<file path="config.mk">
export PLATFORM = sky130hd
export DESIGN_NAME = wb_rr_arbiter
export DESIGN_NICKNAME = d
export VERILOG_FILES = /design/src/rtl/wb_rr_arbiter.sv
export SDC_FILE = /design/constraint.sdc
export NUM_CORES = 1
export LEC_CHECK = 0
export BUFFER_PORTS_ARGS = -buffer_cell sky130_fd_sc_hd__buf_4
export CAP_MARGIN = 20
export CORE_AREA = 2 2 132 134
export CTS_CLUSTER_SIZE = 16
export DETAILED_ROUTE_END_ITERATION = 10
export DIE_AREA = 0 0 134 136
export PLACE_DENSITY = 0.54
export RECOVER_POWER = 50
export SLEW_MARGIN = 20
export SYNTH_ARGS = -nofsm -noshare
export SYNTH_HDL_FRONTEND = slang
export SYNTH_SLANG_ARGS = --single-unit
</file>
<file path="constraint.sdc">
create_clock -name wb_clk_i -period 2.46 [get_ports wb_clk_i]
set_input_delay 0.492 -clock wb_clk_i [delete_from_list [all_inputs] [get_ports wb_clk_i]]
set_output_delay 0.492 -clock wb_clk_i [all_outputs]
set_load 0.005 [all_outputs]
</file>
<file path="src/rtl/wb_rr_arbiter.sv">
// Round-robin Wishbone arbiter: NUM_MASTERS masters share one slave port.
// A grant is held for the whole bus cycle, and a stalled cycle is ended with a one-cycle error.
module wb_rr_arbiter #(
  parameter int NUM_MASTERS = 2,
  parameter int AW          = 32,
  parameter int DW          = 32,
  parameter int TIMEOUT     = 255
) (
  input  logic                          wb_clk_i,
  input  logic                          wb_rst_i,
  // flattened master request ports, master 0 in the LSBs
  input  logic [NUM_MASTERS*AW-1:0]     wbm_adr_i,
  input  logic [NUM_MASTERS*DW-1:0]     wbm_dat_i,
  input  logic [NUM_MASTERS*(DW/8)-1:0] wbm_sel_i,
  input  logic [NUM_MASTERS-1:0]        wbm_we_i,
  input  logic [NUM_MASTERS-1:0]        wbm_cyc_i,
  input  logic [NUM_MASTERS-1:0]        wbm_stb_i,
  input  logic [NUM_MASTERS*3-1:0]      wbm_cti_i,
  input  logic [NUM_MASTERS*2-1:0]      wbm_bte_i,
  // flattened master response ports
  output logic [NUM_MASTERS*DW-1:0]     wbm_dat_o,
  output logic [NUM_MASTERS-1:0]        wbm_ack_o,
  output logic [NUM_MASTERS-1:0]        wbm_err_o,
  output logic [NUM_MASTERS-1:0]        wbm_rty_o,
  // shared slave port
  output logic [AW-1:0]                 wbs_adr_o,
  output logic [DW-1:0]                 wbs_dat_o,
  output logic [DW/8-1:0]               wbs_sel_o,
  output logic                          wbs_we_o,
  output logic                          wbs_cyc_o,
  output logic                          wbs_stb_o,
  output logic [2:0]                    wbs_cti_o,
  output logic [1:0]                    wbs_bte_o,
  input  logic [DW-1:0]                 wbs_dat_i,
  input  logic                          wbs_ack_i,
  input  logic                          wbs_err_i,
  input  logic                          wbs_rty_i,
  output logic [NUM_MASTERS-1:0]        grant_o
);

  localparam int IW = $clog2(NUM_MASTERS);
  localparam int SW = DW / 8;
  // The error fires in the cycle the stall count would reach TIMEOUT.
  localparam logic [15:0]            STALL_LIMIT = 16'(TIMEOUT - 1);
  localparam logic [IW-1:0]          LAST_INIT   = IW'(NUM_MASTERS - 1);
  localparam logic [NUM_MASTERS-1:0] ONE_HOT0    = NUM_MASTERS'(1);

  typedef enum logic {
    S_IDLE,
    S_OWN
  } state_t;

  state_t        state;
  logic [IW-1:0] owner_idx;
  logic [IW-1:0] last_grant;
  logic [IW-1:0] rr_winner;
  logic [IW-1:0] sel_idx;
  logic [15:0]   stall_cnt;
  logic          own;
  logic          any_req;
  logic          err_pulse;
  logic          slave_resp;
  logic [NUM_MASTERS-1:0] resp_en;

  logic [AW-1:0] adr_arr [NUM_MASTERS];
  logic [DW-1:0] dat_arr [NUM_MASTERS];
  logic [SW-1:0] sel_arr [NUM_MASTERS];
  logic [2:0]    cti_arr [NUM_MASTERS];
  logic [1:0]    bte_arr [NUM_MASTERS];

  for (genvar g = 0; g < NUM_MASTERS; g++) begin : g_unpack
    assign adr_arr[g] = wbm_adr_i[g*AW +: AW];
    assign dat_arr[g] = wbm_dat_i[g*DW +: DW];
    assign sel_arr[g] = wbm_sel_i[g*SW +: SW];
    assign cti_arr[g] = wbm_cti_i[g*3 +: 3];
    assign bte_arr[g] = wbm_bte_i[g*2 +: 2];
  end

  // First requester found scanning upward from the master after last_grant, wrapping.
  function automatic logic [IW-1:0] rr_pick(input logic [NUM_MASTERS-1:0] req,
                                            input logic [IW-1:0]          last);
    logic [IW-1:0] pick;
    logic [IW-1:0] idx;
    logic          found;
    pick  = '0;
    found = 1'b0;
    for (int k = 1; k <= NUM_MASTERS; k++) begin
      idx = IW'((int'(last) + k) % NUM_MASTERS);
      if (!found && req[idx]) begin
        pick  = idx;
        found = 1'b1;
      end
    end
    return pick;
  endfunction

  assign own        = (state == S_OWN);
  assign any_req    = |wbm_cyc_i;
  assign rr_winner  = rr_pick(wbm_cyc_i, last_grant);
  assign slave_resp = wbs_ack_i | wbs_err_i | wbs_rty_i;

  assign err_pulse = own && wbm_cyc_i[owner_idx] && wbm_stb_i[owner_idx]
                     && (stall_cnt == STALL_LIMIT);

  // NOTE: a selector written in always_comb gets a default first so no path leaves it unassigned (latch).
  always_comb begin
    sel_idx = '0;
    if (own) sel_idx = owner_idx;
  end

  // Idle keeps master 0's fields on the slave port so the don't-care outputs stay stable.
  assign wbs_adr_o = adr_arr[sel_idx];
  assign wbs_dat_o = dat_arr[sel_idx];
  assign wbs_sel_o = sel_arr[sel_idx];
  assign wbs_we_o  = wbm_we_i[sel_idx];
  assign wbs_cti_o = cti_arr[sel_idx];
  assign wbs_bte_o = bte_arr[sel_idx];
  assign wbs_cyc_o = own && wbm_cyc_i[owner_idx] && !err_pulse && !wb_rst_i;
  assign wbs_stb_o = own && wbm_stb_i[owner_idx] && !err_pulse && !wb_rst_i;

  // grant_o is only non-zero while owning, so an ack with no owner reaches nobody.
  assign resp_en   = wb_rst_i ? '0 : grant_o;
  assign wbm_dat_o = {NUM_MASTERS{wbs_dat_i}};
  assign wbm_ack_o = resp_en & {NUM_MASTERS{wbs_ack_i & ~err_pulse}};
  assign wbm_err_o = resp_en & {NUM_MASTERS{wbs_err_i | err_pulse}};
  assign wbm_rty_o = resp_en & {NUM_MASTERS{wbs_rty_i & ~err_pulse}};

  // NOTE: state registers use non-blocking assignment so every flop samples pre-edge values.
  always_ff @(posedge wb_clk_i) begin
    if (wb_rst_i) begin
      state      <= S_IDLE;
      grant_o    <= '0;
      owner_idx  <= '0;
      last_grant <= LAST_INIT;
      stall_cnt  <= '0;
    end else begin
      if (own && wbs_stb_o && !slave_resp) stall_cnt <= stall_cnt + 16'd1;
      else                                  stall_cnt <= '0;

      case (state)
        S_IDLE: begin
          if (any_req) begin
            state     <= S_OWN;
            owner_idx <= rr_winner;
            grant_o   <= ONE_HOT0 << rr_winner;
          end
        end
        S_OWN: begin
          if (!wbm_cyc_i[owner_idx]) begin
            state      <= S_IDLE;
            last_grant <= owner_idx;
            grant_o    <= '0;
          end
        end
      endcase
    end
  end

endmodule

</file>
Yosys cells after proc, flatten, opt, wreduce, memory -nomap -nowiden
Index checks and enable logic that the tools add are counted.
{"block": "op_classes", "n_reduce_logical": 20, "bitwise": 13, "magnitude_cmp": 5, "n_addsub": 3, "shifts": 1, "n_eq_ne": 3, "mux": 36}
{"operator": "$mux 32", "n": 6}
{"operator": "$add 16x1->16 const B", "n": 1}
{"operator": "$eq 16x8->1 const B", "n": 1}
{"operator": "$mux 1", "n": 16}
{"operator": "$mux 2", "n": 6}
{"operator": "$mux 4", "n": 3}
{"operator": "$logic_and 1x1->1", "n": 11}
{"operator": "$mux 3", "n": 3}
{"operator": "$lt 1x2->1 const B", "n": 4}
{"operator": "$and 2x2->2", "n": 3}
{"operator": "$reduce_and 2->1", "n": 3}
{"operator": "$logic_not 1->1", "n": 4}
{"operator": "$ne 2x2->1 const B", "n": 2}
{"operator": "$not 1->1", "n": 4}
{"operator": "$pmux 2 s2", "n": 1}
{"operator": "$reduce_or 2->1", "n": 2}
{"operator": "$or 1x1->1", "n": 3}
{"operator": "$add 1x1->1 const B", "n": 2}
{"operator": "$and 1x1->1", "n": 2}
{"operator": "$ge 2x2->1 const B", "n": 1}
{"operator": "$not 1->2", "n": 1}
{"operator": "$pmux 1 s2", "n": 1}
{"operator": "$shl 1x1->2 const A", "n": 1}
{"block": "word_totals", "wordCells": 86, "reg_bits": 21, "out_inout_bits": 148}

Longest topological paths before layout
Gate-level depths: netlist of the first run.
{"block": "logic_depth", "depth_word": 12, "ltp_mapped": 7, "depth_no_buf": 6}

Worst setup path after synthesis of the first run
No wires, ideal clock.
{"block": "synth_timing", "path_type": "register to output", "from": "reg stall_cnt[0]", "to": "out wbm_ack_o[0]", "stages_incl_launch_ff": 7, "path_buffers": 0, "path_slack_ns": 0.499, "t_arrival_ns": 1.469, "required_time_ns": 1.968, "path_cell_list": "dfxtp_1 inv_1 ha_1 nor4b_2 nand4_2 or3_1 and3_1"}
{"block": "synth_via", "elab_chain_cells": 5}
{"item": "start: declaration", "line": "58", "rtl": "logic [15:0] stall_cnt;"}
{"item": "start signal: assignment", "line": "137", "rtl": "if (own && wbs_stb_o && !slave_resp) stall_cnt <= stall_cnt + 16'd1;"}
{"item": "$eq 16x8->1", "line": "103", "rtl": "&& (stall_cnt == STALL_LIMIT);"}
{"item": "$logic_and 1x1->1", "line": "103"}
{"item": "$not 1->1", "line": "124", "rtl": "assign wbm_ack_o = resp_en & {NUM_MASTERS{wbs_ack_i & ~err_pulse}};"}
{"item": "$and 1x1->1", "line": "124"}
{"item": "$and 2x2->2", "line": "124"}
{"item": "end: declaration", "line": "22", "rtl": "output logic [NUM_MASTERS-1:0] wbm_ack_o,"}
Every way passes these cells.

Final worst setup path of the first run
{"block": "layout_timing", "from": "reg stall_cnt[0]", "to": "out wbm_rty_o[1]"}
{"block": "layout_via", "elab_chain_cells": 5}
{"item": "$eq 16x8->1", "line": "103"}
{"item": "$logic_and 1x1->1", "line": "103"}
{"item": "$not 1->1", "line": "126", "rtl": "assign wbm_rty_o = resp_en & {NUM_MASTERS{wbs_rty_i & ~err_pulse}};"}
{"item": "$and 1x1->1", "line": "126"}
{"item": "$and 2x2->2", "line": "126"}
{"item": "end: declaration", "line": "24", "rtl": "output logic [NUM_MASTERS-1:0] wbm_rty_o,"}
Every way passes these cells.

==> results of run 1 <==
stage by stage:
stage	TNS, ns	total power, mW	hold slack (ns)
5_1_grt	-0.00747	1.30	0.473
3_5_place_dp	0	0.901	0.476
2_1_floorplan	0	0.596	0.450
6_report	0	1.24	0.455
3_3_place_gp	0	0.895	0.465
4_1_cts	0	1.25	0.473
area by class of cell:
class | count | area (um2)
Fill cell | 1825 | 12700
Multi-Input combinational cell | 167 | 1470
Timing Repair Buffer | 249 | 1880
Tap cell | 225 | 282
Sequential cell | 21 | 424
Clock inverter | 1 | 7.51
Inverter | 7 | 26.3
Clock buffer | 3 | 75.1
per-layer routing:
metal  GRT usage, %  part of all wire (%)  vias up
li1               -                     -     1227
met1           15.4                    41     1177
met2           19.4                    46      191
met3           6.08                    12        2
met4           1.36                  0.29        0
met5              0                     0        -
critical path, cell delays in order, from the launching register on:
cell     delay [ns]
dfxtp_2        0.35
inv_1          0.06
ha_1           0.14
nor4b_4        0.20
nand4_2        0.17
or3_4          0.41
and3_1         0.18
buf_4          0.13
synthesized netlist by cell type (2+ instances only):
library cell	number
inv_1	7
a21oi_1	3
ha_1	2
mux2_2	76
dfxtp_1	21
nand2_1	8
buf_2	9
nor4_1	4
nor2_2	10
clkbuf_1	2
and3_1	5
xnor2_1	13
nand4_1	3
nor2_1	12
o21a_1	2
buf_4	64
nor3_1	8
nand3_1	6
o21ai_0	2
nor2b_1	2
kinds of logic (layout without fill, tap and decap cells):
| kind of cell | count (synthesis) | count (layout) | synth area share [%] |
|---|---|---|---|
| flops | 21 | 21 | 17.2 |
| fa+ha+maj | 2 | 2 | 1.03 |
| compound gates | 13 | 13 | 4.21 |
| simple gates | 62 | 62 | 14.0 |
| xor+xnor | 14 | 14 | 5.03 |
| mux | 76 | 76 | 35.1 |
| buf+inv | 83 | 260 | 23.4 |
registers in the layout, summed over array words and instances (netlist names):
signal,cells
grant_o,2
last_grant,1
own,1
owner_idx,1
stall_cnt,16
power by group through the flow:
| stage | Combinational, mW | Sequential (mW) | Clock [mW] |
|---|---|---|---|
| after global routing | 0.566 | 0.358 | 0.380 |
| after global placement | 0.532 | 0.363 | 0 |
| final | 0.527 | 0.357 | 0.352 |
| after CTS | 0.540 | 0.357 | 0.356 |
| after detailed placement | 0.537 | 0.364 | 0 |
| after floorplan | 0.236 | 0.359 | 0 |
path summary, 6_finish.rpt:
kind,slack [ns],from,end
setup / recovery,0.08,stall_cnt[0],wbm_rty_o[1]
hold / removal,0.45,stall_cnt[0],stall_cnt[0]
setup reg to reg,0.68,stall_cnt[0],stall_cnt[6]
hold reg to reg,0.45,stall_cnt[0],stall_cnt[0]
what timing repair did:
action,4_1_cts,5_1_grt
resized for setup,2,3
pin swaps,2,1
hold endpoints to repair,0,0
setup endpoints to repair,5,6
buffers inserted,0,1
==> results.toml, run 1 <==
[run_status]
status = "finished, final reports clean"

[worst_setup_path]
crit_type = "register to output port"
crit_fanout = 5
end_kind = "output port"
crit_required_ns = 1.97
r2r.worst_path.cells = 8
cp.arrival_ns = 1.89
critPathLaunchType = "register"

[layout]
final_cell_mix = "buf_4, mux2_2, dfxtp_1, xnor2_1, nor2_1"
layoutNonFillerInstCount = 673
antennaDiodeCount = 0
design_area_mm2 = 0.00416
drive_gt1_share_pct = 77.5
area_delta_synth_final_pct = 70.7
nNetsFinal = 640
finish.utilization_pct = 24.7
mostFrequentLayoutCell = "buf_4"

[yosys]
yosysWarnings = 0
synth_cells = 271
avgSynthCellArea_um2 = 9.00
synth_flop_cell = "dfxtp_1"
synthArstFlopShare_pct = 0
synth_top_area_cell = "mux2_2"
synth_cell_type_count = 32
syn_area_mm2 = 0.00244
synth_seq_area_share_pct = 17.2
syn-num-nets = 462
synth_edf_count = 0
synth_area_leaders = "mux2_2, buf_4, dfxtp_1, xnor2_1, nor2_2"
synth_top_area_share_pct = 35.1
ys_ff_latch = 21

[timing]
hold_viol = 0
worst_slack_ns = 0.0822
period_share_pct = 96.7
timing.fmax_mhz = 421
fin_skew_ns = 0.00387
period_needed_ns = 2.38
setup_viol = 0
worst_pin_slew_ns = 0.367
rsz0062_at_grt = "yes"
slew_headroom_pct = 75.3
drv_slew = 0

[clocking]
cts_tree = "built"
holdBufCountCts = 0
clock-sinks = 21
cts_buffer_depth = 2
cts_buffers = 3
htreeDepth = 1
clkLatencyLatePin_ns = 0.25
clkTransAtPathRegs_ns = 0.06
root_buffer = "clkbuf_16"

[pwr]
p_clk_share_pct = 28.5
power_density_mw_per_mm2 = 297
netSwitchingFraction_pct = 25.7
netSwitchingPower_uw = 318
sequentialPowerShare_pct = 28.9
max-vdd-ir-drop_v = 0.000408
comb_power_share_pct = 42.6
intPower_uw = 918
p_leak_nw = 1.89

[grt]
antenna_found_initial = 0
grt_pass1_wl_mm = 16.4
overflow = 0
grt_max_degree = 34
grt_pass1_vias = 2574
grt_usage_pct = 12.2

[detailed_routing]
wl_per_cell_um = 18.3
vias = 2597
wl_mm = 12.3
drcViolationCount = 0
drt_iter0_markers = 68
ant_nets = 0
avgViaCountPerCell = 3.86
firstDrtPassIters = 4

[placement]
port-buffer-count = 240
dpl_worst_slack_ns = 0.227
gp_congestion = 0.782
dp_cells = 668
dpl_cell_area_mm2 = 0.00406
place_hpwl_mm = 10.8

[floorplan]
floorplan.die_area_mm2 = 0.0182
fp.dieH_um = 136
initial_utilization_pct = 14.4
row_count = 48
core_mm2 = 0.0169
pin_count = 337
die_width_um = 134

[hold_path]
hold_depth = 1
hold_class = "register to register"

[job]
cap_violations = 0
(Power assumes the default switching activity.)
==> run 2: changes to the inputs <==
--- a/config.mk
+++ b/config.mk
@@ -13,6 +13,7 @@
 export DIE_AREA = 0 0 134 136
 export PLACE_DENSITY = 0.54
 export RECOVER_POWER = 50
+export REMOVE_ABC_BUFFERS = 1
 export SLEW_MARGIN = 20
 export SYNTH_ARGS = -nofsm -noshare
 export SYNTH_HDL_FRONTEND = slang
==> run 2 against run 1 <==
  * First-iteration DRC count is 43% higher
  * Sequential cell count stayed put
  * Clock power is 4% lower
  * Clock-buffer cell count stayed put
  * Die area stayed put
  * Total power is 0.68% lower
  * Global-route usage is 3.0 points higher
  * Cell count is 0.45% lower
  * Clock skew is 0.0011 ns higher
  * Sequential share of layout area hardly changed
  * Critical endpoint is now wbm_rty_o[0]
  * Largest power group unchanged
  * Highest routed layer is now met5
==> results.toml, run 2 (synthesized netlist as in run 1, its figures left out) <==
[run_status]
status = "finished, final reports clean"

[timing]
fin_skew_ns = 0.00501
setup_viol = 0
worst_slack_ns = 0.0657
worst_pin_slew_ns = 0.435
slew_headroom_pct = 71.0
period_share_pct = 97.3
timing.fmax_mhz = 418
period_needed_ns = 2.39
hold_viol = 0
drv_slew = 0
rsz0062_at_grt = "no"

[floorplan]
row_count = 48
floorplan.die_area_mm2 = 0.0182
initial_utilization_pct = 14.4
die_width_um = 134
fp.dieH_um = 136
core_mm2 = 0.0169
pin_count = 337

[layout]
mostFrequentLayoutCell = "buf_4"
design_area_mm2 = 0.00414
antennaDiodeCount = 0
num-fill-cells = 1817
nNetsFinal = 637
area_delta_synth_final_pct = 69.8
largest_reg_flops = 16
final_cell_mix = "buf_4, mux2_2, dfxtp_1, nor2_1, xnor2_1"
largestRegisters = "stall_cnt x16, grant_o x2"
drive_gt1_share_pct = 77.3
top_register = "stall_cnt"

[pwr]
p_leak_nw = 1.90
fin_total_pwr_mw = 1.23
power_density_mw_per_mm2 = 296
max-vdd-ir-drop_v = 0.000203

[worst_setup_path]
crit_required_ns = 1.97
end_kind = "output port"
crit_type = "register to output port"
cp.arrival_ns = 1.90
crit_fanout = 5
critPathLaunchType = "register"

[clocking]
cts_buffers = 3
clkLatencyLatePin_ns = 0.25
holdBufCountCts = 0
clkTransAtPathRegs_ns = 0.06
cts_buffer_depth = 2
root_buffer = "clkbuf_16"
cts_tree = "built"
clock-sinks = 21
htreeDepth = 1

[detailed_routing]
wl_per_cell_um = 22.3
drcViolationCount = 0
ant_nets = 0
wl_mm = 14.9
drt_iter0_markers = 97
vias = 2659
avgViaCountPerCell = 3.97
firstDrtPassIters = 4

[placement]
dpl_worst_slack_ns = 0.216
place_hpwl_mm = 13.3
port-buffer-count = 240
gp_congestion = 0.842
dpl_cell_area_mm2 = 0.00404

[grt]
grt_pass1_wl_mm = 19.5
antenna_found_initial = 1
grt_usage_pct = 15.2
overflow = 0
grt_max_degree = 43
grt_pass1_vias = 2713

[hold_path]
hold_class = "register to register"

[job]
cap_violations = 0
-- run 2: changes by cell type in the layout (fill, tap and decap cells not counted), sizes merged --
cell | before | now
clkinv | 0 | 1
clkinvlp | 1 | 0
clkbuf | 5 | 7
buf | 247 | 242
-- run 2: cell type report --
type	instances	area (um2)	area share, %
Inverter	7	26.3	0.635
Timing Repair Buffer	246	1850	44.8
Multi-Input combinational cell	167	1480	35.7
Clock inverter	1	5.00	0.121
Tap cell	225	282	6.80
Clock buffer	3	75.1	1.81
Sequential cell	21	423	10.2
-- run 2: critical path, cell delays in order, from the launching register on --
cell     delay (ns)
dfxtp_1        0.46
mux2_2         0.21
nand2_1        0.08
buf_4          0.19
or3_4          0.40
and3_1         0.19
buf_4          0.14
-- run 2: layer usage --
| layer | wire length (um) | global-route usage [%] |
|---|---|---|
| met5 | 85 | 3.06 |
| met4 | 154 | 2.48 |
| met3 | 2490 | 11.1 |
| met2 | 5940 | 20.1 |
| met1 | 6270 | 19.5 |
-- run 2: metrics by stage --
step	hold WS [ns]	instances	setup TNS [ns]	util, %
6_report	0.464	670	0	24.5
5_1_grt	0.474	670	0	24.5
4_1_cts	0.473	670	0	24.5
3_5_place_dp	0.498	665	0	23.9
3_3_place_gp	0.466	665	0	23.9
2_1_floorplan	0.450	195	-32.42	-
-- run 2: path summary, 6_finish.rpt --
kind | start | to | slack [ns] | depth (start not counted)
max | owner_idx | wbm_rty_o[0] | 0.07 | 6
min | stall_cnt[0] | stall_cnt[0] | 0.46 | 1
max reg2reg | stall_cnt[0] | stall_cnt[10] | 0.51 | 8
min reg2reg | stall_cnt[0] | stall_cnt[0] | 0.46 | 1
-- run 2: power breakdown --
group	leakage [nW]	switching, mW	internal [mW]
Combinational	1.68	0.182	0.350
Clock	0.0409	0.119	0.218
Sequential	0.171	0.0102	0.348
Total	1.90	0.312	0.915
-- run 2: timing repair --
item,CTS,global route
endpoints found under the setup margin,5,5
pin swaps,1,2
setup buffers,1,0
resized for setup,2,4
